`src/rtl/hamming_enc_arbiter.sv`:
```
// Round-robin arbiter sharing one Hamming(7,4) encoder between two nibble requesters,
// with a burst limit and a single registered output slot. Optional macro HAMMING_ARB_SECDED_EN adds out_pall.
module hamming_enc_arbiter #(
    parameter int unsigned MAX_BURST = 1
) (
    input  logic       clk,
    input  logic       rst,
    input  logic       req0_valid,
    input  logic [3:0] req0_data,
    output logic       req0_ready,
    input  logic       req1_valid,
    input  logic [3:0] req1_data,
    output logic       req1_ready,
    output logic       out_valid,
    output logic [6:0] out_code,
    output logic       out_src,
    input  logic       out_ready
`ifdef HAMMING_ARB_SECDED_EN
    ,
    output logic       out_pall
`endif
);

    localparam int unsigned DATA_W = 4;
    localparam int unsigned CODE_W = 7;
    localparam int unsigned CNT_W  = 4;
    localparam logic [CNT_W-1:0] CNT_MAX = CNT_W'(MAX_BURST);

    // Hamming(7,4): parity bits at positions 1, 2, 4 (bits 0, 1, 3).
    function automatic logic [CODE_W-1:0] encode(input logic [DATA_W-1:0] d);
        logic [CODE_W-1:0] c;
        c[0] = d[0] ^ d[1] ^ d[3];
        c[1] = d[0] ^ d[2] ^ d[3];
        c[2] = d[0];
        c[3] = d[1] ^ d[2] ^ d[3];
        c[4] = d[1];
        c[5] = d[2];
        c[6] = d[3];
        return c;
    endfunction

    logic              owner_q, owner_d;
    logic [CNT_W-1:0]  cnt_q, cnt_d;
    logic              out_valid_q, out_valid_d;
    logic [CODE_W-1:0] code_q, code_d;
    logic              src_q, src_d;
`ifdef HAMMING_ARB_SECDED_EN
    logic              pall_q, pall_d;
`endif

    logic              slot_free_c;
    logic              sel_c;
    logic              xfer_c;
    logic [DATA_W-1:0] xfer_data_c;
    logic [CODE_W-1:0] xfer_code_c;

    // Requester selection: burst limit only matters under contention.
    always_comb begin
        slot_free_c = !out_valid_q || out_ready;
        sel_c       = 1'b0;
        if (req0_valid && req1_valid) begin
            sel_c = (cnt_q < CNT_MAX) ? owner_q : !owner_q;
        end else if (req1_valid) begin
            sel_c = 1'b1;
        end
    end

    assign req0_ready = !rst && slot_free_c && req0_valid && !sel_c;
    assign req1_ready = !rst && slot_free_c && req1_valid &&  sel_c;

    always_comb begin
        owner_d     = owner_q;
        cnt_d       = cnt_q;
        out_valid_d = out_valid_q;
        code_d      = code_q;
        src_d       = src_q;
        xfer_c      = req0_ready || req1_ready;
        xfer_data_c = req1_ready ? req1_data : req0_data;
        xfer_code_c = encode(xfer_data_c);
`ifdef HAMMING_ARB_SECDED_EN
        pall_d      = pall_q;
`endif
        if (xfer_c) begin
            out_valid_d = 1'b1;
            code_d      = xfer_code_c;
            src_d       = req1_ready;
`ifdef HAMMING_ARB_SECDED_EN
            pall_d      = ^xfer_code_c;
`endif
            if (req1_ready == owner_q) begin
                cnt_d = (cnt_q < CNT_MAX) ? cnt_q + CNT_W'(1) : cnt_q;
            end else begin
                owner_d = req1_ready;
                cnt_d   = CNT_W'(1);
            end
        end else if (out_valid_q && out_ready) begin
            out_valid_d = 1'b0;
        end
    end

    always_ff @(posedge clk) begin
        if (rst) begin
            owner_q     <= 1'b0;
            cnt_q       <= '0;
            out_valid_q <= 1'b0;
            code_q      <= '0;
            src_q       <= 1'b0;
`ifdef HAMMING_ARB_SECDED_EN
            pall_q      <= 1'b0;
`endif
        end else begin
            owner_q     <= owner_d;
            cnt_q       <= cnt_d;
            out_valid_q <= out_valid_d;
            code_q      <= code_d;
            src_q       <= src_d;
`ifdef HAMMING_ARB_SECDED_EN
            pall_q      <= pall_d;
`endif
        end
    end

    assign out_valid = out_valid_q;
    assign out_code  = code_q;
    assign out_src   = src_q;
`ifdef HAMMING_ARB_SECDED_EN
    assign out_pall  = pall_q;
`endif

endmodule
```
`config.mk`:
```
export PLATFORM = sky130hd
export DESIGN_NAME = hamming_enc_arbiter
export DESIGN_NICKNAME = d
export VERILOG_FILES = /design/src/rtl/hamming_enc_arbiter.sv
export SDC_FILE = /design/constraint.sdc
export NUM_CORES = 1
export LEC_CHECK = 0
export CORE_MARGIN = 3
export CORE_UTILIZATION = 35
export CTS_CLUSTER_SIZE = 8
export DETAILED_ROUTE_END_ITERATION = 16
export SETUP_SLACK_MARGIN = 0.15
export SLEW_MARGIN = 25
export SYNTH_ARGS = -nofsm -noshare
export SYNTH_HDL_FRONTEND = slang
export SYNTH_SLANG_ARGS = --single-unit
```
`constraint.sdc`:
```
create_clock -name clk -period 3.5 [get_ports clk]
set_clock_uncertainty 0.2 [all_clocks]
set_input_delay 0.35 -clock clk [delete_from_list [all_inputs] [get_ports clk]]
set_output_delay 0.35 -clock clk [all_outputs]
set_load 0.01 [all_outputs]
```
# Word-level counts from Yosys, hierarchy flattened

Cells that the tools add are included.

$add $sub $neg: 1
Equal/unequal tests: 2
Reduce and logical (&&, ||, !) cells: 16
Bitwise operators: 7
Mux-type cells: 8
Order comparisons: 1

Operators with widths:

| cell                                                   | count |
|---|---|
| two-way mux 4 bit                                      | 3 |
| logical AND 1 bit                                      | 7 |
| XOR 1 bit                                              | 6 |
| two-way mux 1 bit                                      | 5 |
| adder 4 x 1 -> 4 bit (second input constant)           | 1 |
| zero test 1 bit                                        | 4 |
| < comparator 4 x 1 -> 1 bit (second input constant)    | 1 |
| AND reduction 2 bit                                    | 2 |
| logical OR 1 bit                                       | 2 |
| inequality test 2 x 1 -> 1 bit (second input constant) | 1 |
| nonzero test 2 bit                                     | 1 |
| == test 1 bit                                          | 1 |
| NOT 1 bit                                              | 1 |

Input bits: 13
Register bits: 14
Output and inout port bits: 11

# Longest topological paths before layout

Gate-level depths: netlist (run 1).

Word-level depth: 8
Mapped depth: 7

# Worst setup path before layout (run 1)

Ideal clock, no wire load.

Path type: reg2reg
From: register cnt_q[0]
To: register code_q[1] (netlist: out_code[1])
Library setup time: 0.122 ns
Cell stages (with the launch flop): 8
Buffers on the path: 0
Setup slack: 1.387 ns
Data arrival time: 1.792 ns
Required time: 3.178 ns
Period minus slack after synthesis: 2.113 ns
Cells stage by stage: dfxtp_1 -> inv_1 -> ha_1 -> nor3b_4 -> mux2_4 -> nor2_8 -> mux2i_1 -> a221o_1

Longest elaborated chain between the ends: 7

Ends and longest elaborated chain:

| element                       | RTL line | source |
|---|---|---|
| start, declared               | 43       | `logic [CNT_W-1:0] cnt_q, cnt_d;` |
| start signal, assigned        | 113      | `cnt_q <= cnt_d;` |
| < comparator 4 x 1 -> 1 bit * | 62       | `sel_c = (cnt_q < CNT_MAX) ? owner_q : !owner_q;` |
| two-way mux 1 bit *           | 62       |  |
| two-way mux 1 bit *           | 61       | `if (req0_valid && req1_valid) begin` |
| logical AND 1 bit *           | 69       | `assign req1_ready = !rst && slot_free_c && req1_valid && sel_c;` |
| via req1_ready                | 13       | `output logic req1_ready,` |
| two-way mux 4 bit             | 78       | `xfer_data_c = req1_ready ? req1_data : req0_data;` |
| XOR 1 bit (2 in series)       | 33       | `c[1] = d[0] ^ d[2] ^ d[3];` |
| end signal, assigned          | 115      | `code_q <= code_d;` |
| end, declared                 | 45       | `logic [CODE_W-1:0] code_q, code_d;` |

Mark *: on every way through the listed nets, which the timed path passes. The rest lies on a longest branch.
A chain may end at the register's enable or synchronous reset.

# Worst setup path after layout (run 1)

From: register cnt_q[0]
To: output port req1_ready

Longest elaborated chain between the ends: 4

Ends and longest elaborated chain:

| element                     | RTL line |
|---|---|
| < comparator 4 x 1 -> 1 bit | 62 |
| two-way mux 1 bit           | 62 |
| two-way mux 1 bit           | 61 |
| logical AND 1 bit           | 69 |
| end, declared               | 13 |

No other way between the ends.

==> flow_summary.json, run 1 <==
{
  "status": "complete, no violations",
  "synthTopCellsByArea": "dfxtp_1, mux2i_1, nor2_1",
  "drc": 0,
  "fp.coreArea_mm2": 0.002340,
  "drtAntennaViolNets": 0,
  "cts_buffers": 3,
  "finalWirelength_mm": 2.139,
  "total_power_w": 0.0004035,
  "hp-start": "out_src$_SDFFE_PP0P_",
  "die_x_um": 56.98,
  "synth-seq-cells": 14,
  "post-route-period-util_pct": 83.19,
  "powerDensity_mw_per_mm2": 342.3,
  "clock_sinks": 14,
  "via_per_inst": 5.331,
  "clk_latency_ns": 0.27,
  "via_count": 821,
  "grt_pass1_wl_mm": 3.760,
  "holdPathEnd": "out_src$_SDFFE_PP0P_",
  "synth_area_um2": 909.6,
  "diodes": 0,
  "grt_overflow_total": 0,
  "vdd_drop_max_mv": 0.2229,
  "ys_warn_count": 0,
  "fin_nets": 143,
  "worstSetupEndpointType": "output port",
  "hold_violations": 0,
  "hold_buffers": 0,
  "syn_inst": 103,
  "holdPathStages": 1,
  "clkTransAtPathRegs_ns": 0.08,
  "setup_viol": 0,
  "syn_nets": 118,
  "avgSynthCellArea_um2": 8.831,
  "max_stage_delay_ns": 0.57,
  "post-synth-top-area-cell": "dfxtp_1",
  "die_area_mm2": 0.003247,
  "postCtsSetupRepairBufs": 0,
  "max_slew.worst_pin.slew_ns": 0.5979,
  "rows": 17,
  "antenna_found_initial": 0,
  "ctsHtreeMaxLevel": 1,
  "io_buffers": 23,
  "tritoncts": "yes",
  "hold_class": "reg -> reg",
  "grt_usage_pct": 14.50,
  "synth_seq_area_share_pct": 30.81,
  "report.final.slew_viol_count": 0,
  "wl_per_cell_um": 13.89,
  "gp_congestion": 0.8370,
  "grt_max_degree": 12,
  "crit_type": "reg -> out",
  "cp_slowest_cell": "clkdlybuf4s50_1",
  "timing.rr.end": "out_code[1]$_SDFFE_PP0P_",
  "worst_ep_arrival_time_ns": 2.36,
  "synth_common_cells": "dfxtp_1, nor2_1, nand2_1",
  "cp_max_fo": 9,
  "tns_ns": 0,
  "die_height_um": 56.98,
  "clockBufferDepth": 2,
  "cts_root_buffer": "clkbuf_4",
  "ff2ff_path_depth": 7,
  "area_growth_pct": 29.57,
  "synth_top_area_share_pct": 30.81,
  "leakage_nw": 0.4452,
  "synthArstFlopShare_pct": 0,
  "crit_path_start_kind": "flop",
  "initial_core_util_pct": 38.88,
  "pre_cts_slack_ns": 0.6702,
  "min_period_ns": 2.912,
  "setup_slack_ns": 0.5885,
  "post_cts_resized": 0,
  "synth_cell_types": 38,
  "fmax_mhz": 343.5,
  "first_pass_iters": 4,
  "synth_edf_count": 0,
  "dp_hpwl_mm": 1.715,
  "grt_pass1_vias": 815,
  "fill_cells": 247,
  "drt-initial-drc-count": 20,
  "cp_cell_sequence": "inv_1 -> ha_1 -> nor3b_4 -> mux2_4 -> nor2_8 -> clkdlybuf4s50_1",
  "slew_headroom_pct": 59.99,
  "r2r_start": "cnt_q[0]$_SDFFE_PP0P_",
  "maxCapViolations": 0,
  "io_pins": 24,
  "synthFlopType": "dfxtp_1",
  "synth_most_common_cell": "dfxtp_1",
  "rrSetupSlack_ns": 1.19,
  "layout-drive-gt1-share_pct": 9.524,
  "cp.required_ns": 2.95,
  "rsz0062_at_grt": "no"
}
## worst max path at each step
stage	cells after the start	start	to	slack, ns
3_3_place_gp	5	req0_valid	req1_ready	0.69
2_1_floorplan	7	cnt_q[0]$_SDFFE_PP0P_	out_code[1]$_SDFFE_PP0P_	1.39
6_report	6	cnt_q[0]$_SDFFE_PP0P_	req1_ready	0.59
5_1_grt	6	cnt_q[0]$_SDFFE_PP0P_	req1_ready	0.43
4_1_cts	6	cnt_q[0]$_SDFFE_PP0P_	req1_ready	0.57
3_5_place_dp	5	req0_valid	req1_ready	0.67
## placed cells by master (no fill, tap or decap), drive strengths merged, types with 4 or more instances in the layout
cell and n:
xnor2 4, clkdlybuf4s50 23, mux2i 4, dfxtp 14, inv 6, o21ai 8
nand2b 4, nor2 11, nand2 7, nor3 4, a21oi 5
## cell families (layout without fill, tap and decap cells)
kind of cell	count (synthesis)	in the layout	share of synthesized area [%]
AO/OA/AOI/OAI	30	30	25.03
XOR/XNOR	6	6	5.777
adder cells (fa/ha/maj)	2	2	2.751
buffers and inverters	10	33	5.365
flip-flops	14	14	30.81
multiplexers	5	5	6.052
AND/OR/NAND/NOR	36	36	24.21
## layout make-up
type | instances | area [um2] | share of cell area, %
inverter | 6 | 22.52 | 1.911
timing repair buffer | 24 | 237.7 | 20.17
tap | 28 | 35.03 | 2.972
clock buffer | 3 | 22.52 | 1.911
multi-input combinational | 79 | 580.6 | 49.26
sequential | 14 | 280.3 | 23.78
## stage by stage
stage	area, um2	instances	util (%)	hold WS [ns]
6_report	1179	154	50.37	0.2573
5_1_grt	1179	154	50.37	0.2863
4_1_cts	1179	154	50.37	0.2653
3_5_place_dp	1156	151	49.41	0.2429
3_3_place_gp	1156	151	49.41	0.2470
2_1_floorplan	909.6	103	-	0.2754
## worst max-delay path: cells and delay by family (launching register included)
family        cells  cell delay [ns]
buf+inv           2             0.64
flops             1             0.36
mux               1             0.42
simple gates      2             0.52
fa+ha+maj         1             0.15
## sequential cells by signal, indices dropped and copies added (netlist names)
register and count:
out_code 7, owner_q 1, out_valid 1, out_src 1, cnt_q 4
## report_power, final
part	total [W]	internal (W)	switching [W]
Sequential	0.000181	0.000172	0.00000897
Clock	0.0000891	0.0000398	0.0000493
Combinational	0.000134	0.0000678	0.0000658
## per-layer routing
| metal | track usage, % | share of wire [%] | routed length [um] | up-vias |
|---|---|---|---|---|
| met5 | 0 | 0 | 0 | - |
| met4 | 1.987 | 0.42 | 9 | 0 |
| met3 | 5.204 | 4.8 | 103 | 2 |
| met2 | 21.70 | 45 | 952 | 17 |
| met1 | 20.52 | 50 | 1074 | 377 |
| li1 | - | - | - | 425 |
(Power assumes the default switching activity.)
==> run 2: changes to the inputs <==
==> constraint.sdc (replaced) <==
create_clock -name clk -period 2.6 [get_ports clk]
set_clock_uncertainty 0.2 [all_clocks]
set_input_delay 0.26 -clock clk [delete_from_list [all_inputs] [get_ports clk]]
set_output_delay 0.26 -clock clk [all_outputs]
set_load 0.01 [all_outputs]
==> run 2 against run 1 <==
- cell count is 7.8% higher
- routed wire length rose by 5.6%
- critical endpoint unchanged
- sequential power increased by 34%
- register-to-register slack got worse by 0.91 ns
- setup slack worse by 0.38 ns
==> flow_summary.json, run 2 (same netlist as run 1, synthesis figures left out) <==
{
  "status": "complete, no violations",
  "worst_ep_arrival_time_ns": 1.93,
  "crit_type": "reg -> out",
  "cp_max_fo": 5,
  "grt_overflow_total": 0,
  "rrSetupSlack_ns": 0.28,
  "cts_root_buffer": "clkbuf_4",
  "combPwrFrac_pct": 36.2,
  "final_common_cell": "clkdlybuf4s50_1",
  "rows": 17,
  "fin_nets": 155,
  "io_pins": 24,
  "grt_usage_pct": 15.32,
  "timing.rr.end": "out_code[0]$_SDFFE_PP0P_",
  "clock_sinks": 14,
  "p_int_w": 0.0003987,
  "drt-initial-drc-count": 31,
  "switching_power_w": 0.0001793,
  "r2r_start": "cnt_q[0]$_SDFFE_PP0P_",
  "clkTransAtPathRegs_ns": 0.08,
  "grt_pass1_wl_mm": 3.836,
  "hold_class": "reg -> reg",
  "grt_max_degree": 12,
  "largest_reg_flops": 7,
  "holdPathEnd": "out_src$_SDFFE_PP0P_",
  "finalWirelength_mm": 2.259,
  "p_sw_share_pct": 31.02,
  "max_slew.worst_pin.slew_ns": 0.3755,
  "vdd_drop_max_mv": 0.2554,
  "crit_path_start_kind": "flop",
  "leakage_nw": 0.5050,
  "worstSetupEndpointType": "output port",
  "layout-drive-gt1-share_pct": 20.29,
  "post-route-util_pct": 54.49,
  "tns_ns": 0,
  "cp.required_ns": 2.14,
  "initial_core_util_pct": 38.88,
  "dp_hpwl_mm": 1.655,
  "hold_violations": 0,
  "maxCapViolations": 0,
  "holdPathStages": 1,
  "ff2ff_path_depth": 9,
  "final_cell_mix": "clkdlybuf4s50_1, dfxtp_1, buf_4, nor2_1, nand2_1",
  "report.final.slew_viol_count": 0,
  "first_pass_iters": 5,
  "fmax_mhz": 418.8,
  "wl_per_cell_um": 13.61,
  "setup_viol": 0,
  "diodes": 0,
  "io_buffers": 23,
  "hp-start": "out_src$_SDFFE_PP0P_",
  "post-route-period-util_pct": 91.84,
  "via_count": 866,
  "powerDensity_mw_per_mm2": 453.3,
  "post_dp_cell_area_mm2": 0.001201,
  "fin_area_mm2": 0.001275,
  "drc": 0,
  "ctsHtreeMaxLevel": 1,
  "pwr-share-seq_pct": 42.1,
  "via_per_inst": 5.217,
  "grt_pass1_vias": 811,
  "die_height_um": 56.98,
  "drtAntennaViolNets": 0,
  "gp_congestion": 0.8100,
  "pwr-share-clk_pct": 21.8,
  "fp.coreArea_mm2": 0.002340,
  "clk_latency_ns": 0.28,
  "clockBufferDepth": 2,
  "rsz0062_at_grt": "yes",
  "min_period_ns": 2.388,
  "cts_buffers": 3,
  "area_growth_pct": 40.16,
  "slew_headroom_pct": 74.92,
  "tritoncts": "yes",
  "die_x_um": 56.98,
  "die_area_mm2": 0.003247,
  "antenna_found_initial": 0
}
## run 2: final cells by class
cell class	instances	area [um2]
sequential	14	285.3
inverter	6	22.52
tap	28	35.03
multi-input combinational	79	584.3
clock buffer	3	22.52
timing repair buffer	36	325.3
fill	226	1065
## run 2: critical path, stage by stage, from the launching register on
cell and delay [ns]:
dfxtp_4 0.36, inv_1 0.05, ha_1 0.15, nor3b_4 0.21
buf_4 0.15, mux2_4 0.33, nor2_8 0.11, dlygate4sd2_1 0.28
## run 2: how the worst max path moves through the flow
| stage | slack, ns | endpoint | start | cells after the start |
|---|---|---|---|---|
| after global routing | 0.07 | req1_ready | cnt_q[0]$_SDFFE_PP0P_ | 7 |
| after detailed placement | 0.20 | req0_ready | req0_valid | 6 |
| after floorplan | 0.49 | out_code[1]$_SDFFE_PP0P_ | cnt_q[0]$_SDFFE_PP0P_ | 7 |
| after CTS | 0.09 | req0_ready | cnt_q[1]$_SDFFE_PP0P_ | 8 |
| final | 0.21 | req1_ready | cnt_q[0]$_SDFFE_PP0P_ | 7 |
| after global placement | 0.21 | req0_ready | cnt_q[0]$_SDFFE_PP0P_ | 7 |
## run 2: repair_timing
item / CTS / global route
resized for setup: 4 / 5
hold buffers: 0 / 0
endpoints found under the setup margin: 2 / 1
buffers inserted: 3 / 3
## run 2: through the flow
step                worst slack, ns  std cells  total power [W]  hold slack [ns]
floorplan                    0.4868        103        0.0003576           0.2190
global placement             0.2067        157        0.0004366           0.2429
detailed placement           0.2040        157        0.0004370           0.2469
CTS                         0.09000        163        0.0005736           0.2700
global route                0.06968        166        0.0006181           0.2963
finish                       0.2122        166        0.0005779           0.2636
## run 2: power groups by stage
| stage | sequential, W | combinational (W) | clock [W] |
|---|---|---|---|
| floorplan | 0.000251 | 0.000106 | 0 |
| global placement | 0.000247 | 0.000189 | 0 |
| detailed placement | 0.000248 | 0.000189 | 0 |
| CTS | 0.000243 | 0.000200 | 0.000131 |
| global route | 0.000246 | 0.000227 | 0.000144 |
| finish | 0.000243 | 0.000209 | 0.000126 |
## run 2: metal layers
layer / part of all wire [%] / GRT usage, %
met2: 42 / 19.90
met5: 0 / 0
met1: 49 / 22.70
met3: 6.2 / 3.394
met4: 2.0 / 8.940
==> run 3: changes to the inputs <==
--- a/config.mk
+++ b/config.mk
@@ -5,10 +5,12 @@
 export SDC_FILE = /design/constraint.sdc
 export NUM_CORES = 1
 export LEC_CHECK = 0
+export ABC_AREA = 0
 export CORE_MARGIN = 3
 export CORE_UTILIZATION = 35
 export CTS_CLUSTER_SIZE = 8
 export DETAILED_ROUTE_END_ITERATION = 16
+export PLACE_DENSITY = 0.62
 export SETUP_SLACK_MARGIN = 0.15
 export SLEW_MARGIN = 25
 export SYNTH_ARGS = -nofsm -noshare
==> run 3 against run 2 <==
- via count rose by 2.8%
- core utilization grew 0.48 points
- combinational power barely moved
- flip-flop and latch count stayed put
- critical endpoint unchanged
- highest routed layer unchanged
==> flow_summary.json, run 3 (same netlist as run 1, synthesis figures left out) <==
{
  "status": "complete, no violations",
  "clock_sinks": 14,
  "p_int_w": 0.0004012,
  "setup_viol": 0,
  "cp.required_ns": 2.14,
  "hold_violations": 0,
  "clockBufferDepth": 2,
  "clk_latency_ns": 0.28,
  "tns_ns": 0,
  "maxCapViolations": 0,
  "drtAntennaViolNets": 0,
  "worstSetupEndpointType": "output port",
  "grt_pass1_vias": 853,
  "fill_cells": 222,
  "rrSetupSlack_ns": 0.29,
  "grt_overflow_total": 0,
  "area_growth_pct": 41.40,
  "cts_buffers": 3,
  "p_sw_share_pct": 30.99,
  "multi_input_comb_area_um2": 595.6,
  "ctsHtreeMaxLevel": 1,
  "report.final.slew_viol_count": 0,
  "min_period_ns": 2.372,
  "grt_usage_pct": 14.63,
  "via_count": 890,
  "leakage_nw": 0.5069,
  "combPwrFrac_pct": 36.5,
  "setup_slack_ns": 0.2277,
  "final_common_cell": "clkdlybuf4s50_1",
  "drt-initial-drc-count": 21,
  "layout-drive-gt1-share_pct": 21.01,
  "max_slew.worst_pin.slew_ns": 0.3805,
  "worst_ep_arrival_time_ns": 1.91,
  "rows": 17,
  "die_area_mm2": 0.003247,
  "initial_core_util_pct": 38.88,
  "first_pass_iters": 4,
  "diodes": 0,
  "grt_pass1_wl_mm": 3.829,
  "slew_headroom_pct": 74.58,
  "finalWirelength_mm": 2.208,
  "via_per_inst": 5.361,
  "hold_class": "reg -> reg",
  "die_x_um": 56.98,
  "pwr-share-seq_pct": 41.9,
  "fmax_mhz": 421.5,
  "fp.coreArea_mm2": 0.002340,
  "switching_power_w": 0.0001802,
  "final_cell_mix": "clkdlybuf4s50_1, dfxtp_1, buf_4, nor2_1",
  "powerDensity_mw_per_mm2": 452.0,
  "holdWs_ns": 0.2649,
  "pre_cts_slack_ns": 0.1734,
  "rsz0062_at_grt": "yes",
  "wl_per_cell_um": 13.30,
  "pwr-share-clk_pct": 21.6,
  "die_height_um": 56.98,
  "tritoncts": "yes",
  "crit_type": "reg -> out",
  "io_pins": 24,
  "crit_path_start_kind": "flop",
  "cp_max_fo": 5,
  "vdd_drop_max_mv": 0.2626,
  "grt_max_degree": 12,
  "cts_root_buffer": "clkbuf_4",
  "drc": 0,
  "post-route-period-util_pct": 91.24,
  "fin_nets": 155,
  "largest_reg_flops": 7,
  "dp_hpwl_mm": 1.673,
  "gp_congestion": 0.7909,
  "clkTransAtPathRegs_ns": 0.08,
  "antenna_found_initial": 0,
  "seq_area_um2": 285.3,
  "io_buffers": 23
}
run 3: cell counts in the layout (fill, tap and decap cells not counted):
Identical to the previous run, type by type.
run 3: final timing paths:
path | startpoint | endpoint | depth (start not counted)
setup reg to reg | cnt_q[0]$_SDFFE_PP0P_ | out_code[0]$_SDFFE_PP0P_ | 9
setup / recovery | cnt_q[0]$_SDFFE_PP0P_ | req1_ready | 7
hold reg to reg | out_src$_SDFFE_PP0P_ | out_src$_SDFFE_PP0P_ | 1
hold / removal | out_src$_SDFFE_PP0P_ | out_src$_SDFFE_PP0P_ | 1
run 3: area by class of cell:
cell class                      instances  share of cell area, %
Multi-Input combinational cell         79                  46.30
Tap cell                               28                  2.724
Sequential cell                        14                  22.18
Timing Repair Buffer                   36                  25.29
Inverter                                6                  1.751
Clock buffer                            3                  1.751
run 3: worst max-delay path, cell delays in order (launching register included):
cell           delay, ns
dfxtp_4             0.37
inv_1               0.05
ha_1                0.14
nor3b_4             0.21
buf_4               0.15
mux2_4              0.32
nor2_8              0.11
dlygate4sd2_1       0.27
run 3: power groups by stage:
stage / Sequential (W) / Combinational [W] / Clock (W)
CTS: 0.000244 / 0.000201 / 0.000130
floorplan: 0.000251 / 0.000106 / 0
finish: 0.000244 / 0.000212 / 0.000126
global placement: 0.000247 / 0.000189 / 0
global route: 0.000246 / 0.000231 / 0.000139
detailed placement: 0.000248 / 0.000189 / 0
run 3: metal layers:
layer	global-route usage, %	wire length, um	vias up
met5	0	0	-
met4	2.980	12	0
met3	5.882	162	2
met2	20.55	951	34
met1	21.05	1081	408
li1	-	-	446
run 3: stage by stage:
stage | total power, W | area (um2) | instances | utilization, %
final | 0.0005814 | 1286 | 166 | 54.97
after global routing | 0.0006162 | 1286 | 166 | 54.97
after CTS | 0.0005752 | 1256 | 164 | 53.69
after detailed placement | 0.0004368 | 1201 | 157 | 51.34
after global placement | 0.0004363 | 1201 | 157 | 51.34
after floorplan | 0.0003576 | 909.6 | 103 | -
run 3: timing repair:
item	CTS	global route
endpoints found under the setup margin	2	1
hold buffers	0	0
buffers inserted	4	2
endpoints found under the hold margin	0	0
resized for setup	4	7
